`src/rtl/rv32_fetch_queue.sv`:
```
// RV32 instruction fetch queue: a single-outstanding-request fetch engine feeding
// a DEPTH-entry {pc, instr} FIFO toward decode, with redirect flush and kill handling.
module rv32_fetch_queue #(
    parameter int unsigned DEPTH    = 4,
    parameter logic [31:0] RESET_PC = 32'h0
) (
    input  logic                           clk,
    input  logic                           reset,
    output logic                           mem_req_valid,
    output logic [31:0]                    mem_req_addr,
    input  logic                           mem_req_done,
    input  logic [31:0]                    mem_rdata,
    output logic                           out_valid,
    output logic [31:0]                    out_pc,
    output logic [31:0]                    out_instr,
    input  logic                           out_ready,
    input  logic                           redirect,
    input  logic [31:0]                    redirect_pc,
    output logic [$clog2(DEPTH+1)-1:0]     count
);

    localparam int CW = $clog2(DEPTH + 1);
    localparam int PW = $clog2(DEPTH);

    typedef enum logic [1:0] {IDLE, BUSY, DISCARD} state_e;

    state_e          state_q;
    logic [31:0]     fetch_pc_q;
    logic [31:0]     target_q;
    logic [CW-1:0]   count_q, count_d;
    logic [PW-1:0]   wr_ptr_q, rd_ptr_q;
    logic            out_valid_q;
    logic            mem_req_valid_q;
    logic [31:0]     pc_mem    [DEPTH];
    logic [31:0]     instr_mem [DEPTH];

    logic            push, pop, room;
    logic [31:0]     redirect_tgt;

    assign redirect_tgt = redirect_pc & 32'hFFFF_FFFC;

    always_comb begin
        push    = (state_q == BUSY) && mem_req_done && !redirect;
        pop     = out_valid_q && out_ready && !redirect;
        count_d = count_q + CW'(push) - CW'(pop);
        // The outstanding request already owns a slot, so only issue when one is left after it lands.
        room    = (count_d < CW'(DEPTH));
    end

    // NOTE: the storage array carries no reset; the pointers and count define which entries are live.
    always_ff @(posedge clk) begin
        if (push) begin
            pc_mem[wr_ptr_q]    <= fetch_pc_q;
            instr_mem[wr_ptr_q] <= mem_rdata;
        end
    end

    // NOTE: all state here uses non-blocking assignments so every register sees pre-edge values.
    always_ff @(posedge clk) begin
        if (reset) begin
            state_q         <= IDLE;
            fetch_pc_q      <= RESET_PC;
            target_q        <= RESET_PC;
            count_q         <= '0;
            wr_ptr_q        <= '0;
            rd_ptr_q        <= '0;
            out_valid_q     <= 1'b0;
            mem_req_valid_q <= 1'b0;
        end else if (redirect) begin
            count_q         <= '0;
            wr_ptr_q        <= '0;
            rd_ptr_q        <= '0;
            out_valid_q     <= 1'b0;
            mem_req_valid_q <= 1'b1;
            unique case (state_q)
                IDLE: begin
                    fetch_pc_q <= redirect_tgt;
                    state_q    <= BUSY;
                end
                BUSY: begin
                    if (mem_req_done) begin
                        fetch_pc_q <= redirect_tgt;
                        state_q    <= BUSY;
                    end else begin
                        // Keep presenting the killed address until memory completes it.
                        target_q <= redirect_tgt;
                        state_q  <= DISCARD;
                    end
                end
                DISCARD: begin
                    if (mem_req_done) begin
                        fetch_pc_q <= redirect_tgt;
                        state_q    <= BUSY;
                    end else begin
                        target_q <= redirect_tgt;
                    end
                end
                default: state_q <= IDLE;
            endcase
        end else begin
            count_q     <= count_d;
            out_valid_q <= (count_d != '0);
            if (push) wr_ptr_q <= wr_ptr_q + 1'b1;
            if (pop)  rd_ptr_q <= rd_ptr_q + 1'b1;
            unique case (state_q)
                IDLE: begin
                    if (room) begin
                        state_q         <= BUSY;
                        mem_req_valid_q <= 1'b1;
                    end
                end
                BUSY: begin
                    if (mem_req_done) begin
                        fetch_pc_q      <= fetch_pc_q + 32'd4;
                        state_q         <= room ? BUSY : IDLE;
                        mem_req_valid_q <= room;
                    end
                end
                DISCARD: begin
                    if (mem_req_done) begin
                        fetch_pc_q <= target_q;
                        state_q    <= BUSY;
                    end
                end
                default: begin
                    state_q         <= IDLE;
                    mem_req_valid_q <= 1'b0;
                end
            endcase
        end
    end

    assign mem_req_valid = mem_req_valid_q;
    assign mem_req_addr  = fetch_pc_q;
    assign out_valid     = out_valid_q;
    assign out_pc        = pc_mem[rd_ptr_q];
    assign out_instr     = instr_mem[rd_ptr_q];
    assign count         = count_q;

endmodule

```
`config.mk`:
```
export PLATFORM = sky130hd
export DESIGN_NAME = rv32_fetch_queue
export DESIGN_NICKNAME = d
export VERILOG_FILES = /design/src/rtl/rv32_fetch_queue.sv
export SDC_FILE = /design/constraint.sdc
export NUM_CORES = 1
export LEC_CHECK = 0
export CAP_MARGIN = 20
export CORE_ASPECT_RATIO = 1.5
export CORE_MARGIN = 5
export CORE_UTILIZATION = 38
export CTS_CLUSTER_DIAMETER = 30
export DETAILED_ROUTE_END_ITERATION = 12
export DONT_BUFFER_PORTS = 1
export PLACE_DENSITY_LB_ADDON = 0.12
export SYNTH_ARGS = -nofsm -noshare
export SYNTH_HDL_FRONTEND = slang
export SYNTH_SLANG_ARGS = --single-unit
```
`constraint.sdc`:
```
create_clock -name clk -period 2.9 [get_ports clk]
set_clock_uncertainty 0.2 [all_clocks]
set_input_delay 0.145 -clock clk [delete_from_list [all_inputs] [get_ports clk]]
set_output_delay 0.145 -clock clk [all_outputs]
set_load 0.01 [all_outputs]
```
# --- Word level (Yosys, flattened, before mapping) ---
# Memory sizes are Yosys's and may differ from the RTL's. A register that Yosys moved wholly into a read port is not among the register bits.
# Cells that the tools add are included.
classes:
  mux: 24
  n_eq_ne: 8
  n_bitwise: 1
  addsub: 5
  n_lt_le_gt_ge: 1
  n_reduce_logical: 14
op_table:
  columns: ["operator", "n"]
  rows:
  - ["32-bit 2-to-1 mux", 4]
  - ["32-bit one-hot mux with 2 select lines", 2]
  - ["32-bit by 3-bit adder with 32-bit output, second input constant", 1]
  - ["2-bit 2-to-1 mux", 9]
  - ["3-bit != test, second input constant", 4]
  - ["2-bit one-hot mux with 3 select lines", 2]
  - ["1-bit 2-to-1 mux", 6]
  - ["3-bit AND reduction", 2]
  - ["3-bit nonzero test", 2]
  - ["5-bit AND reduction", 1]
  - ["2-bit by 1-bit adder with 2-bit output, second input constant", 2]
  - ["1-bit logical AND", 4]
  - ["2-bit OR reduction", 2]
  - ["3-bit by 1-bit adder with 3-bit output", 1]
  - ["3-bit < comparator, second input constant", 1]
  - ["3-bit by 2-bit != test with 1-bit output, second input constant", 1]
  - ["1-bit one-hot mux with 3 select lines", 1]
  - ["3-bit by 1-bit subtractor with 3-bit output", 1]
  - ["2-bit by 1-bit equality test with 1-bit output, second input constant", 1]
  - ["2-bit equality test, second input constant", 1]
  - ["2-bit zero test", 1]
  - ["2-bit != test, second input constant", 1]
  - ["2-bit AND reduction", 1]
  - ["1-bit zero test", 1]
  - ["1-bit NOT", 1]
word_totals:
  ff_bits: 73
  output_inout_bits: 101
  memories: 2
  input_bits: 69
  elab_cells: 63
  ram_bits: 256
memory_table:
  columns: ["name", "words", "word_bits", "read_ports", "rd_clocked_by_memory_dff", "write_ports", "line", "text"]
  rows:
  - ["instr_mem", 4, 32, 1, 1, 1, "35", "logic [31:0] instr_mem [DEPTH];"]
  - ["pc_mem", 4, 32, 1, 1, 1, "34", "logic [31:0] pc_mem [DEPTH];"]

# --- Longest topological paths before layout ---
logic_depth:
  ltp_word: 10
  ltp_mapped: 14
  depth_no_buf: 14

# --- Least setup slack after synthesis ---
# OpenSTA, ideal clock, no wires.
synth_timing:
  path_type: "register -> register"
  start: "register state_q[1]"
  end: "memory instr_mem[0][0] (enable)"
  setup_slack_ns: -0.169
  period_less_slack_ns: 3.069
  setup_time_ns: 0.427
  path_buffers: 0
  path_stages_with_launch: 6
  required_ns: 2.273
  arrival_ns: 2.443
  path_cell_list: "dfxtp_1 > inv_1 > ha_1 > nand2_1 > nor2_1 > and2_1"
synth_between:
  elab_chain_cells: 5
synth_lines:
  columns: ["element", "line", "text"]
  rows:
  - ["start, declared", "27", "state_e state_q;"]
  - ["start signal, assigned", "115", "state_q <= room ? BUSY : IDLE;"]
  - ["2-bit by 1-bit equality test with 1-bit output", "43", "push = (state_q == BUSY) && mem_req_done && !redirect;"]
  - ["1-bit logical AND (2 in series)", "43", null]
  - ["1-bit 2-to-1 mux", "52", "if (push) begin"]
  - ["1-bit 2-to-1 mux (implied by the code)", "54", "instr_mem[wr_ptr_q] <= mem_rdata;"]
  - ["end, declared", "35", null]
# No other way between the ends.

# --- Worst setup path in the final report ---
layout_timing:
  start: "register state_q[0]"
  end: "register fetch_pc_q[21], in the netlist mem_req_addr[21]"
layout_between:
  elab_chain_cells: 4
  elab_cells_between_ends: 13
  classes_between: "6 x eq/ne; 3 x mux; 4 x reduce/logical"
layout_lines:
  columns: ["element", "line", "text"]
  rows:
  - ["2-bit by 1-bit equality test with 1-bit output or 2-bit equality test (tied branches)", "75, 105", null]
  - ["2-bit OR reduction (no line)", null, null]
  - ["3-bit != test (no line) (tied with other cells)", null, null]
  - ["5-bit AND reduction (no line) or 32-bit 2-to-1 mux (tied branches)", null, null]
  - ["end signal, assigned", "77", "fetch_pc_q <= redirect_tgt;"]
  - ["end signal, assigned", "82", "fetch_pc_q <= redirect_tgt;"]
  - ["end signal, assigned", "114", "fetch_pc_q <= fetch_pc_q + 32'd4;"]
  - ["end, declared", "28", "logic [31:0] fetch_pc_q;"]
# Parallel ways exist; a longest one is shown, timed or not.
# A chain may end at the register's enable or synchronous reset.

==> results.json <==
{
  "fin_area_um2": 16560,
  "yosys.area.top_type": "edfxtp_1",
  "synth_top_family_by_area": "multiplexers",
  "io_pins": 170,
  "grt_pass1_wl_mm": 48.76,
  "crit_path_start_kind": "register",
  "place_hpwl_mm": 19.58,
  "setup_viol": 0,
  "syn_to_final_growth_pct": 28.93,
  "layout.nets": 1078,
  "p_total_mw": 12.35,
  "synth_compound_area_share_pct": 7.881,
  "dp_slack_ns": -0.07569,
  "post-route-drc-count": 0,
  "cts-htree-levels": 2,
  "num_rows": 82,
  "ys_seq_area_share_pct": 69.36,
  "cts.clk_slew.worst_paths_ns": 0.05,
  "core_um2": 33450,
  "grt.busiest_layer": "met2",
  "wl_mm": 31.82,
  "synthSimpleGateAreaFrac_pct": 7.063,
  "fmax_mhz": 355.6,
  "worstSetupPathType": "reg -> reg",
  "cts_buffers": 51,
  "synthAdderAreaFrac_pct": 1.227,
  "synth-async-reset-ratio_pct": 0,
  "ys_types": 55,
  "wire_per_inst_um": 21.79,
  "whs_ns": 0.03226,
  "use_met3_pct": 4.502,
  "critPathMaxStageDelay_ns": 0.60,
  "ctsLongestPathBuffers": 3,
  "max_cap_violations": 0,
  "start_util_pct": 38.40,
  "clock-root-buffer": "clkbuf_16",
  "syn-cell-area_um2": 12840,
  "slowest_stage": "dlygate4sd3_1",
  "synth_xor_area_share_pct": 0.5845,
  "setup_ws_ns": 0.08759,
  "ff2ff_setup_slack_ns": 0.09,
  "final_max_slew_viol_count": 0,
  "vias_per_cell": 5.407,
  "overflow": 0,
  "grt_antenna_before_repair": 2,
  "dr.first_iter.drc_count": 406,
  "synthCells": 843,
  "ir_drop_v": 0.0004252,
  "fin_setup_tns_ns": 0,
  "power.leakage_nw": 5.377,
  "use_met1_pct": 18.05,
  "hold_viol": 0,
  "path_cells": "inv_1 -> ha_1 -> o31a_1 -> dlygate4sd3_1 -> mux2i_4 -> buf_12 -> nor2_1 -> o31a_1",
  "fin_crit_sh_pct": 96.98,
  "cts_tree": "yes",
  "die_h_um": 235.2,
  "rsz0062_at_grt": "no",
  "ys_ff_latch": 321,
  "ant_nets": 0,
  "slew_headroom_pct": 54.81,
  "met2_usage_pct": 29.92,
  "postPlaceCellArea_um2": 13640,
  "portBuffers": 0,
  "cpLargestDelayFamily": "buffers and inverters",
  "clock-sinks": 321,
  "hold_class": "in -> reg",
  "insertion_delay_ns": 0.55,
  "die_area_um2": 37650,
  "grtUsageTotal_pct": 16.57,
  "crit_fanout": 21,
  "required_ns": 3.14,
  "ys.flop_type": "edfxtp_1",
  "avgSynthCellArea_um2": 15.24,
  "cp_num_buf_inv": 3,
  "yosys-mux-area-fraction_pct": 11.43,
  "cp.arrival_ns": 3.05,
  "status": "finished clean",
  "dr.pass1.iters": 5,
  "power_per_cell_area_nw_per_um2": 746.0,
  "grt_max_degree": 66,
  "place_congestion": 0.8010,
  "synth_edf_count": 248,
  "synth_top_area_share_pct": 57.98,
  "cpMostUsedCell": "o31a_1",
  "yosys-top-cells-area": "edfxtp_1 58%, dfxtp_1 11%, mux4_2 11%, nand2_1 2.7%, a21oi_1 2.7%",
  "fill_cells": 2842,
  "vias": 7894,
  "final_period_minus_worst_setup_slack_ns": 2.812,
  "end_kind": "register",
  "die_w_um": 160.1,
  "ys_warn_count": 0,
  "grt_pass1_vias": 8370,
  "drive_gt1_share_pct": 22.54,
  "tightestPinTransition_ns": 0.6778
}
timing repair:
action / 4_1_cts / 5_1_grt
hold buffers: 100 / 0
gates resized for setup: 3 / 8
buffers inserted: 1 / 5
pin swaps: 1 / 3
cloned: 0 / 1
hold endpoints to repair: 201 / 0
setup endpoints to repair: 1 / 6
cell usage after synthesis, types with 6 or more instances:
cell type	instances
edfxtp_1	248
or3_1	7
buf_1	7
nor3_1	13
nand2_1	94
a21oi_1	70
o21ai_0	22
mux2i_1	6
ha_1	11
dfxtp_1	73
o211ai_1	9
nor2_1	28
o21a_1	6
inv_1	20
a211oi_1	17
o31ai_1	6
clkbuf_1	44
nand4_1	7
nand3_1	14
mux4_2	62
sequential cells by signal, summed over array words and instances (netlist names), named ones only:
signal,cells
rd_ptr_q,2
mem_req_addr,30
mem_req_valid,1
out_valid,1
state_q,2
instr_mem,128
count,3
pc_mem,120
wr_ptr_q,2
target_q,30
metal layers:
metal | routed length (µm) | share of wire, %
met1 | 11510 | 36
met2 | 17010 | 53
met3 | 1957 | 6.2
met4 | 1333 | 4.2
met5 | 0 | 0
power breakdown:
| group | switching, mW | total, mW | leakage [nW] | internal (mW) |
|---|---|---|---|---|
| clock | 2.20 | 6.15 | 0.851 | 3.95 |
| combinational | 0.573 | 0.964 | 1.67 | 0.391 |
| sequential | 0.0998 | 5.24 | 2.85 | 5.14 |
| total | 2.87 | 12.4 | 5.38 | 9.48 |
worst paths after layout:
check	from	to	cells past startpoint
worst max-delay path	state_q[0]$_SDFFE_PP0P_	mem_req_addr[21]$_SDFFE_PP0P_	8
worst min-delay path	redirect	count[0]$_SDFF_PP0_	7
worst max register to register	state_q[0]$_SDFFE_PP0P_	mem_req_addr[21]$_SDFFE_PP0P_	8
worst min register to register	target_q[25]$_SDFFE_PP0P_	target_q[25]$_SDFFE_PP0P_	2
area by class of cell:
class                   instances  area, µm²  area share [%]
diodes                          2      5.005         0.03022
clock buffers                  58       1355           8.183
clock inverters                36      420.4           2.539
inverters                      20      75.07          0.4533
multi-input cells             447       3694           22.30
flip-flops and latches        321       8919           53.86
well taps                     420      525.5           3.173
repair buffers                156       1567           9.460
worst register-to-register path: cells and delay by family (launching register included):
kind,cells,cell delay (ns)
simple gates,1,0.12
flops,1,0.37
mux,1,0.21
compound gates,2,0.63
fa+ha+maj,1,0.27
buf+inv,3,0.91
logic make-up (layout without fill, tap and decap cells):
| group | count (synthesis) | in the layout |
|---|---|---|
| AO/OA/AOI/OAI | 160 | 160 |
| multiplexers | 69 | 69 |
| flip-flops | 321 | 321 |
| buffers and inverters | 78 | 270 |
| other | 1 | 6 |
| AND/OR/NAND/NOR | 195 | 195 |
| adder cells (fa/ha/maj) | 12 | 12 |
| XOR/XNOR | 7 | 7 |
per-stage QoR:
step	util, %	cells
after global placement	40.78	1257
after detailed placement	40.78	1257
after CTS	49.20	1452
after floorplan	-	846
final	49.51	1460
after global routing	49.51	1460
cells in the final DEF (no fill, tap or decap), types with 13 or more instances in the layout:
| master | Yosys | layout |
|---|---|---|
| nor2_1 | 28 | 26 |
| dfxtp_1 | 73 | 69 |
| inv_1 | 20 | 19 |
| a211oi_1 | 17 | 16 |
| mux4_2 | 62 | 62 |
| buf_4 | 4 | 47 |
| nand3_1 | 14 | 14 |
| nand2_1 | 94 | 94 |
| o21ai_0 | 22 | 22 |
| edfxtp_1 | 248 | 248 |
| clkbuf_16 | 0 | 54 |
| a21oi_1 | 70 | 69 |
| nor3_1 | 13 | 13 |
| dlygate4sd3_1 | 0 | 98 |
No activity file was read; power rests on OpenSTA's default activity.
